File: src/rtl/riscv_pkg.sv
// Shared definitions for the multicycle RISC-V core front end.
package riscv_pkg;

    localparam int XLEN_DEFAULT = 32;

    // addi x0, x0, 0
    localparam logic [31:0] NOP_INSN = 32'h0000_0013;

    localparam int OPCODE_LSB = 0;
    localparam int OPCODE_MSB = 6;

    typedef enum logic [1:0] {
        FETCH_IDLE  = 2'd0,
        FETCH_WAIT  = 2'd1,
        FETCH_VALID = 2'd2
    } fetch_state_e;

endpackage

File: src/rtl/if_stage.sv
// Instruction-fetch stage: owns PC and IR, runs the imem req/ack handshake.
//
// state       | meaning
// ------------+-------------------------------------------------------------
// FETCH_IDLE  | no request outstanding, ir not fresh (after reset/timeout)
// FETCH_WAIT  | imem_req high at fetch_pc, waiting for ack or timeout
// FETCH_VALID | ir/pc hold a freshly fetched instruction
module if_stage
    import riscv_pkg::*;
#(
    parameter int              XLEN     = XLEN_DEFAULT,
    parameter logic [XLEN-1:0] RESET_PC = '0,
    parameter int              TIMEOUT  = 15
) (
    input  logic            clk,
    input  logic            rst_n,
    input  logic            fetch_en,
    input  logic            pc_we,
    input  logic            pc_src,
    input  logic [XLEN-1:0] branch_target,
    output logic            imem_req,
    output logic [XLEN-1:0] imem_addr,
    input  logic            imem_ack,
    input  logic [31:0]     imem_rdata,
    output logic [31:0]     ir,
    output logic [6:0]      opcode,
    output logic [XLEN-1:0] pc,
    output logic            ir_valid,
    output logic            misalign,
    output logic            fetch_err
);

    localparam logic [7:0] TIMEOUT_CNT = 8'(TIMEOUT);

    fetch_state_e    state_q, state_d;
    logic [XLEN-1:0] fetch_pc_q, fetch_pc_d;
    logic [XLEN-1:0] pc_q, pc_d;
    logic [31:0]     ir_q, ir_d;
    logic            ir_valid_q, ir_valid_d;
    logic            misalign_q, misalign_d;
    logic            fetch_err_q, fetch_err_d;
    logic [7:0]      cnt_q, cnt_d;
    logic [7:0]      cnt_inc;

    // State and datapath registers.
    always_ff @(posedge clk or negedge rst_n) begin
        if (!rst_n) begin
            state_q     <= FETCH_IDLE;
            fetch_pc_q  <= RESET_PC;
            pc_q        <= RESET_PC;
            ir_q        <= NOP_INSN;
            ir_valid_q  <= 1'b0;
            misalign_q  <= 1'b0;
            fetch_err_q <= 1'b0;
            cnt_q       <= '0;
        end else begin
            state_q     <= state_d;
            fetch_pc_q  <= fetch_pc_d;
            pc_q        <= pc_d;
            ir_q        <= ir_d;
            ir_valid_q  <= ir_valid_d;
            misalign_q  <= misalign_d;
            fetch_err_q <= fetch_err_d;
            cnt_q       <= cnt_d;
        end
    end

    // Next-state: fetch handshake, wait timer, and the PC commit that may
    // redirect an outstanding request.
    always_comb begin
        state_d     = state_q;
        fetch_pc_d  = fetch_pc_q;
        pc_d        = pc_q;
        ir_d        = ir_q;
        ir_valid_d  = ir_valid_q;
        misalign_d  = misalign_q;
        fetch_err_d = fetch_err_q;
        cnt_d       = cnt_q;
        cnt_inc     = cnt_q + 8'd1;

        unique case (state_q)
            FETCH_IDLE, FETCH_VALID: begin
                if (fetch_en) begin
                    state_d    = FETCH_WAIT;
                    ir_valid_d = 1'b0;
                    cnt_d      = '0;
                end
            end
            FETCH_WAIT: begin
                // A redirect wins over a same-cycle ack: that word belongs
                // to the stale address.
                if (pc_we) begin
                    cnt_d = '0;
                end else if (imem_ack) begin
                    ir_d       = imem_rdata;
                    pc_d       = fetch_pc_q;
                    ir_valid_d = 1'b1;
                    cnt_d      = '0;
                    state_d    = FETCH_VALID;
                end else if (cnt_inc == TIMEOUT_CNT) begin
                    fetch_err_d = 1'b1;
                    cnt_d       = '0;
                    state_d     = FETCH_IDLE;
                end else begin
                    cnt_d = cnt_inc;
                end
            end
            default: state_d = FETCH_IDLE;
        endcase

        if (pc_we) begin
            if (pc_src) begin
                fetch_pc_d = {branch_target[XLEN-1:2], 2'b00};
                misalign_d = |branch_target[1:0];
            end else begin
                fetch_pc_d = pc_q + XLEN'(4);
                misalign_d = 1'b0;
            end
        end
    end

    assign imem_req  = (state_q == FETCH_WAIT);
    assign imem_addr = fetch_pc_q;
    assign ir        = ir_q;
    assign opcode    = ir_q[OPCODE_MSB:OPCODE_LSB];
    assign pc        = pc_q;
    assign ir_valid  = ir_valid_q;
    assign misalign  = misalign_q;
    assign fetch_err = fetch_err_q;

endmodule

File: config.mk
export PLATFORM = sky130hd
export DESIGN_NAME = if_stage
export DESIGN_NICKNAME = d
export VERILOG_FILES = /design/src/rtl/riscv_pkg.sv /design/src/rtl/if_stage.sv
export SDC_FILE = /design/constraint.sdc
export NUM_CORES = 1
export LEC_CHECK = 0
export CORE_AREA = 3 3 111 113
export CTS_CLUSTER_SIZE = 12
export DETAILED_ROUTE_END_ITERATION = 8
export DIE_AREA = 0 0 114 116
export PLACE_DENSITY = 0.77
export SLEW_MARGIN = 10
export SYNTH_ARGS = -nofsm -noshare
export SYNTH_HDL_FRONTEND = slang
export SYNTH_SLANG_ARGS = --single-unit
File: constraint.sdc
create_clock -name clk -period 3.8 [get_ports clk]
set_input_delay 0.76 -clock clk [delete_from_list [all_inputs] [get_ports clk]]
set_output_delay 0.76 -clock clk [all_outputs]
set_load 0.05 [all_outputs]
==> out/metrics.yaml, run 1 <==
detailed_routing:
  dr.pass1.iters: 5
  vias_per_cell: 5.28
  drc: 0
  ant_nets: 0
  vias: 4025
  wl_per_cell_um: 17.7
  wl_um: 13500
  drt_iter0_drc: 195
setup_path:
  r2r_start: "pc[2]"
  path_depth: 3
  r2r_setup_slack_ns: 1.72
  startpoint_type: "flop"
  slowest_delay_ns: 0.80
  crit_path_end_kind: "primary output"
  cp-startpoint: "state_q[1]"
  worstPathRequired_ns: 3.04
  reg2reg_to: "imem_addr[20]"
  setup.worst_path.end: "imem_req"
  crit_family: "buffers and inverters"
  r2r_cells: 6
  path_max_fanout: 4
  crit_slowest_cell: "clkdlybuf4s50_1"
  crit_type: "reg2out"
  crit_chain: "nand2b_1, inv_1, clkdlybuf4s50_1"
  critPathBufInv: 2
  cp.arrival_ns: 1.85
finish:
  fill_cells: 968
  most-common-layout-cells: "clkdlybuf4s50_1 (174), dfrtp_1 (106), mux2_2 (65), o21ai_0 (29)"
  num_antenna_cells: 0
  area_delta_synth_final_pct: 41.6
  fin_nets: 687
  layout_commonest_cell: "clkdlybuf4s50_1"
  drive_above_1_share_pct: 16.3
clock_tree:
  htree_levels: 3
  ctsLongestPathBuffers: 2
  hold_buffers: 0
  clkSinkCount: 109
  numCtsBuffers: 9
  cts_resized: 0
  clock_latency_ns: 0.34
  root_buffer: "clkbuf_16"
  cts.clk_slew.worst_paths_ns: 0.07
  cts_setup_buffers: 0
  cts_tree: "done"
synth:
  synth_edf_count: 0
  synth-seq-cells: 109
  ys.flop_type: "dfrtp_1"
  yosysWarningCount: 0
  yosysSeqAreaShare_pct: 53.5
  syn_avg_cell_area_um2: 11.4
  yosys-top-cells-area: "dfrtp_1 (52%), mux2_2 (14%), xor2_1 (3.1%)"
  netlist_area_um2: 5100
  ys_async_sr_fraction_pct: 100
  synthCells: 449
  ys_types: 47
  synth_top_area_share_pct: 52.0
  syn-num-nets: 522
  synth_largest_area_cell: "dfrtp_1"
grt:
  grt_antenna_before_repair: 0
  grt_overflow: 0
  grt_max_degree: 68
  grt_pass1_wl_um: 21800
  grt.total_usage_pct: 20.9
  grt_pass1_vias: 4221
floorplan:
  core-area_um2: 11400
  top_level_ports: 177
  start_util_pct: 44.7
  die_width_um: 114
  fp.dieArea_um2: 13200
  die_y_um: 116
  fp-row-count: 39
timing:
  setup_viol: 0
  report.final.slew_viol_count: 0
  worst_pin_slew_ns: 0.900
  relSlewSlack_pct: 40.0
  finalCritPeriodShare_pct: 68.6
  tns_ns: 0
  finClkSkew_ns: 0.00588
  period_minus_slack_ns: 2.61
  hold_violations: 0
  max_freq_mhz: 384
  rsz0062_at_grt: "no"
placement:
  portBuffers: 176
  gp_congestion: 0.739
  dp_hpwl_um: 9660
flow_run:
  drv_cap: 0
hold_path:
  hold_path_class: "reg2reg"
power_and_ir_drop:
  p_leak_nw: 2.97
  total_power_mw: 6.60
  max-vdd-ir-drop_uv: 653
  power_density_nw_per_um2: 913
run_status:
  status: "complete, no violations"
-- where the power goes --
group | internal [mW] | switching [mW]
combinational | 1.30 | 2.31
sequential | 1.61 | 0.447
clock | 0.528 | 0.404
-- synthesized netlist by cell type (2+ instances only) --
cell type / n
a21o_2: 2
a21oi_1: 24
a31oi_1: 2
and3_1: 4
buf_1: 2
buf_2: 9
buf_4: 7
clkbuf_1: 8
dfrtp_1: 106
dfstp_2: 3
ha_1: 3
inv_1: 17
mux2_2: 65
nand2_1: 24
nand2b_1: 2
nand3_1: 23
nand4_1: 6
nor2_1: 18
nor2b_1: 20
nor3_1: 3
nor4_4: 2
o21ai_0: 29
o21ai_1: 13
o22ai_1: 7
o41ai_1: 2
xnor2_1: 10
xor2_1: 18
-- logic make-up (layout without fill, tap and decap cells) --
group	count (synthesis)	count (layout)	synth area share, %
AOI/OAI and AO/OA	86	86	9.34
xor gates and xnor gates	28	28	4.81
adders and majority gates	3	3	0.736
buffers and inverters	44	214	4.12
DFF	109	109	53.5
muxes	66	66	14.5
and+or+nand+nor	113	113	12.9
-- how the worst min path moves through the flow --
stage / startpoint / to / slack [ns] / cells after the start
final: fetch_err / fetch_err / 0.49 / 1
after global routing: fetch_err / fetch_err / 0.51 / 1
after CTS: fetch_err / fetch_err / 0.49 / 1
after detailed placement: fetch_err / fetch_err / 0.47 / 1
after global placement: fetch_err / fetch_err / 0.46 / 1
after floorplan: rst_n / cnt_q[0] / 0.46 / 0
-- layout make-up --
cell class | count | area [um^2] | area share, %
sequential | 109 | 2730 | 37.8
inverter | 17 | 63.8 | 0.883
clock buffer | 12 | 246 | 3.41
tap | 143 | 179 | 2.48
timing repair buffer | 181 | 1790 | 24.8
multi-input combinational | 296 | 2170 | 30.0
clock inverter | 4 | 47.5 | 0.658
-- stage by stage --
stage	hold slack [ns]	area (um^2)	utilization, %	std cells	worst slack [ns]
2_1_floorplan	0.464	5100	-	449	1.86
3_3_place_gp	0.462	6930	60.7	746	1.17
3_5_place_dp	0.465	6930	60.7	746	1.11
4_1_cts	0.494	7230	63.3	762	1.18
5_1_grt	0.506	7230	63.3	762	1.12
6_report	0.487	7230	63.3	762	1.19
-- per-layer routing --
metal | vias to the layer above | GRT usage [%] | wire length (um)
met5 | - | 0 | 0
met4 | 0 | 6.97 | 176
met3 | 12 | 5.90 | 1100
met2 | 132 | 35.4 | 6790
met1 | 1987 | 25.8 | 5380
li1 | 1894 | - | -
-- sequential cells by signal, indices dropped and copies added, names as in the netlist --
register,cells
pc,32
ir,32
cnt_q,8
imem_addr,32
state_q,2
fetch_err,1
ir_valid,1
misalign,1
Note: power is estimated with default switching activity, not from simulation.
==> run 2, diff against run 1 <==
Settings changed: CORE_AREA 3 3 111 113 to 3 3 116 118, DIE_AREA 0 0 114 116 to 0 0 119 121, PLACE_DENSITY 0.77 to 0.74.
Clock period 3.8 ns to 2.2 ns, I/O delays scaled along.
==> out/metrics.yaml, run 2 (synthesis results as in run 1) <==
clock_tree:
  htree_levels: 3
  cts.clk_slew.worst_paths_ns: 0.07
  clkSinkCount: 109
  root_buffer: "clkbuf_16"
  clock_latency_ns: 0.35
  numCtsBuffers: 9
  ctsLongestPathBuffers: 2
  cts_tree: "done"
  cts_setup_buffers: 0
setup_path:
  r2r_cells: 7
  critPathBufInv: 1
  r2r_start: "pc[2]"
  crit_family: "buffers and inverters"
  crit_path_end_kind: "primary output"
  reg2reg_to: "imem_addr[30]"
  path_max_fanout: 3
  crit_chain: "clkdlybuf4s50_1"
  startpoint_type: "flop"
  worstPathRequired_ns: 1.76
  r2r_setup_slack_ns: 0.28
  crit_slowest_cell: "clkdlybuf4s50_1"
  slowest_delay_ns: 0.81
  cp.arrival_ns: 1.70
  crit_type: "reg2out"
power_and_ir_drop:
  max-vdd-ir-drop_uv: 835
  p_leak_nw: 3.03
  power_density_nw_per_um2: 1550
  total_power_mw: 11.3
placement:
  pre_cts_ws_ns: 0.105
  dp_hpwl_um: 9800
  portBuffers: 176
  gp_congestion: 0.761
  placed_cell_area_um2: 7020
finish:
  drive_above_1_share_pct: 17.4
  area_delta_synth_final_pct: 43.2
  num_antenna_cells: 0
  final_cell_area_um2: 7310
  fin_nets: 692
  fill_cells: 1086
  most-common-layout-cells: "clkdlybuf4s50_1 (168), dfrtp_1 (106), mux2_2 (65), o21ai_0 (29)"
  layout_commonest_cell: "clkdlybuf4s50_1"
  post-route-util_pct: 58.1
timing:
  hold_violations: 0
  finalCritPeriodShare_pct: 97.3
  max_freq_mhz: 467
  report.final.slew_viol_count: 0
  tns_ns: 0
  setup_viol: 0
  worst_pin_slew_ns: 0.799
  rsz0062_at_grt: "no"
  setup_ws_ns: 0.0600
  relSlewSlack_pct: 46.7
  period_minus_slack_ns: 2.14
  finClkSkew_ns: 0.00628
grt:
  grt_pass1_wl_um: 22200
  grt.total_usage_pct: 19.4
  grt_antenna_before_repair: 0
  grt_max_degree: 50
  grt_overflow: 0
  grt_pass1_vias: 4218
  grt_util_met1_pct: 23.9
  grt_use_met2_pct: 31.8
  grt_busiest_layer: "met2"
  use_met3_pct: 5.64
detailed_routing:
  wl_per_cell_um: 17.0
  vias_per_cell: 5.08
  drc: 0
  dr.pass1.iters: 5
  wl_um: 13500
  ant_nets: 0
  vias: 4026
  drt_iter0_drc: 227
floorplan:
  top_level_ports: 177
  start_util_pct: 40.6
  fp-row-count: 41
  die_y_um: 121
  die_width_um: 119
  fp.dieArea_um2: 14400
  core-area_um2: 12600
hold_path:
  hold_path_class: "in2async"
flow_run:
  drv_cap: 0
run_status:
  status: "complete, no violations"
[run 2: cell count changes in the layout (fill, tap and decap cells not counted)]
| cell | delta |
|---|---|
| buf_4 | +6 |
| clkdlybuf4s50_1 | -6 |
| dlymetal6s2s_1 | +3 |
| buf_12 | +2 |
| clkbuf_1 | -2 |
| clkbuf_8 | +2 |
| clkinv_2 | -2 |
| bufinv_16 | -1 |
[run 2: final cells by class]
| type | instances | area [um^2] | share of cell area, % |
|---|---|---|---|
| tap | 172 | 215 | 2.95 |
| clock inverter | 1 | 7.51 | 0.103 |
| multi-input combinational | 296 | 2170 | 29.7 |
| timing repair buffer | 186 | 1850 | 25.4 |
| sequential | 109 | 2730 | 37.4 |
| inverter | 17 | 63.8 | 0.873 |
| clock buffer | 12 | 267 | 3.65 |
[run 2: power by group]
| part | leakage (nW) | switching [mW] | internal, mW |
|---|---|---|---|
| Combinational | 1.55 | 3.99 | 2.25 |
| Clock | 0.133 | 0.700 | 0.843 |
| Sequential | 1.35 | 0.756 | 2.78 |
| Total | 3.03 | 5.45 | 5.88 |
[run 2: metal layers]
metal | part of all wire (%) | up-vias | routed length, um
li1 | - | 1898 | -
met5 | 0 | - | 0
met1 | 42 | 1977 | 5730
met4 | 2.5 | 0 | 336
met3 | 6.8 | 21 | 918
met2 | 48 | 130 | 6530
[run 2: how the worst max path moves through the flow]
stage,from,end,cells past startpoint
floorplan,pc[2],imem_addr[22],7
global placement,imem_ack,ir[16],5
detailed placement,imem_ack,ir[23],5
CTS,pc[9],pc[9],1
global route,pc[4],pc[4],1
finish,ir[4],opcode[4],1
[run 2: timing repair]
action                                  in CTS  in global routing
hold endpoints to repair                     0                  0
endpoints found under the setup margin       0                  3
resized for setup                            0                  3
hold buffers                                 0                  0
[run 2: metrics by stage]
stage / hold slack, ns / instances
2_1_floorplan: 0.144 / 449
3_3_place_gp: 0.434 / 780
3_5_place_dp: 0.437 / 780
4_1_cts: 0.0614 / 793
5_1_grt: 0.0807 / 793
6_report: 0.0512 / 793
==> run 3, diff against run 2 <==
Settings changed: CTS_CLUSTER_DIAMETER from default to 50.
==> results of run 3 <==
No change in the layout: final DEF, timing and power equal those of run 2.
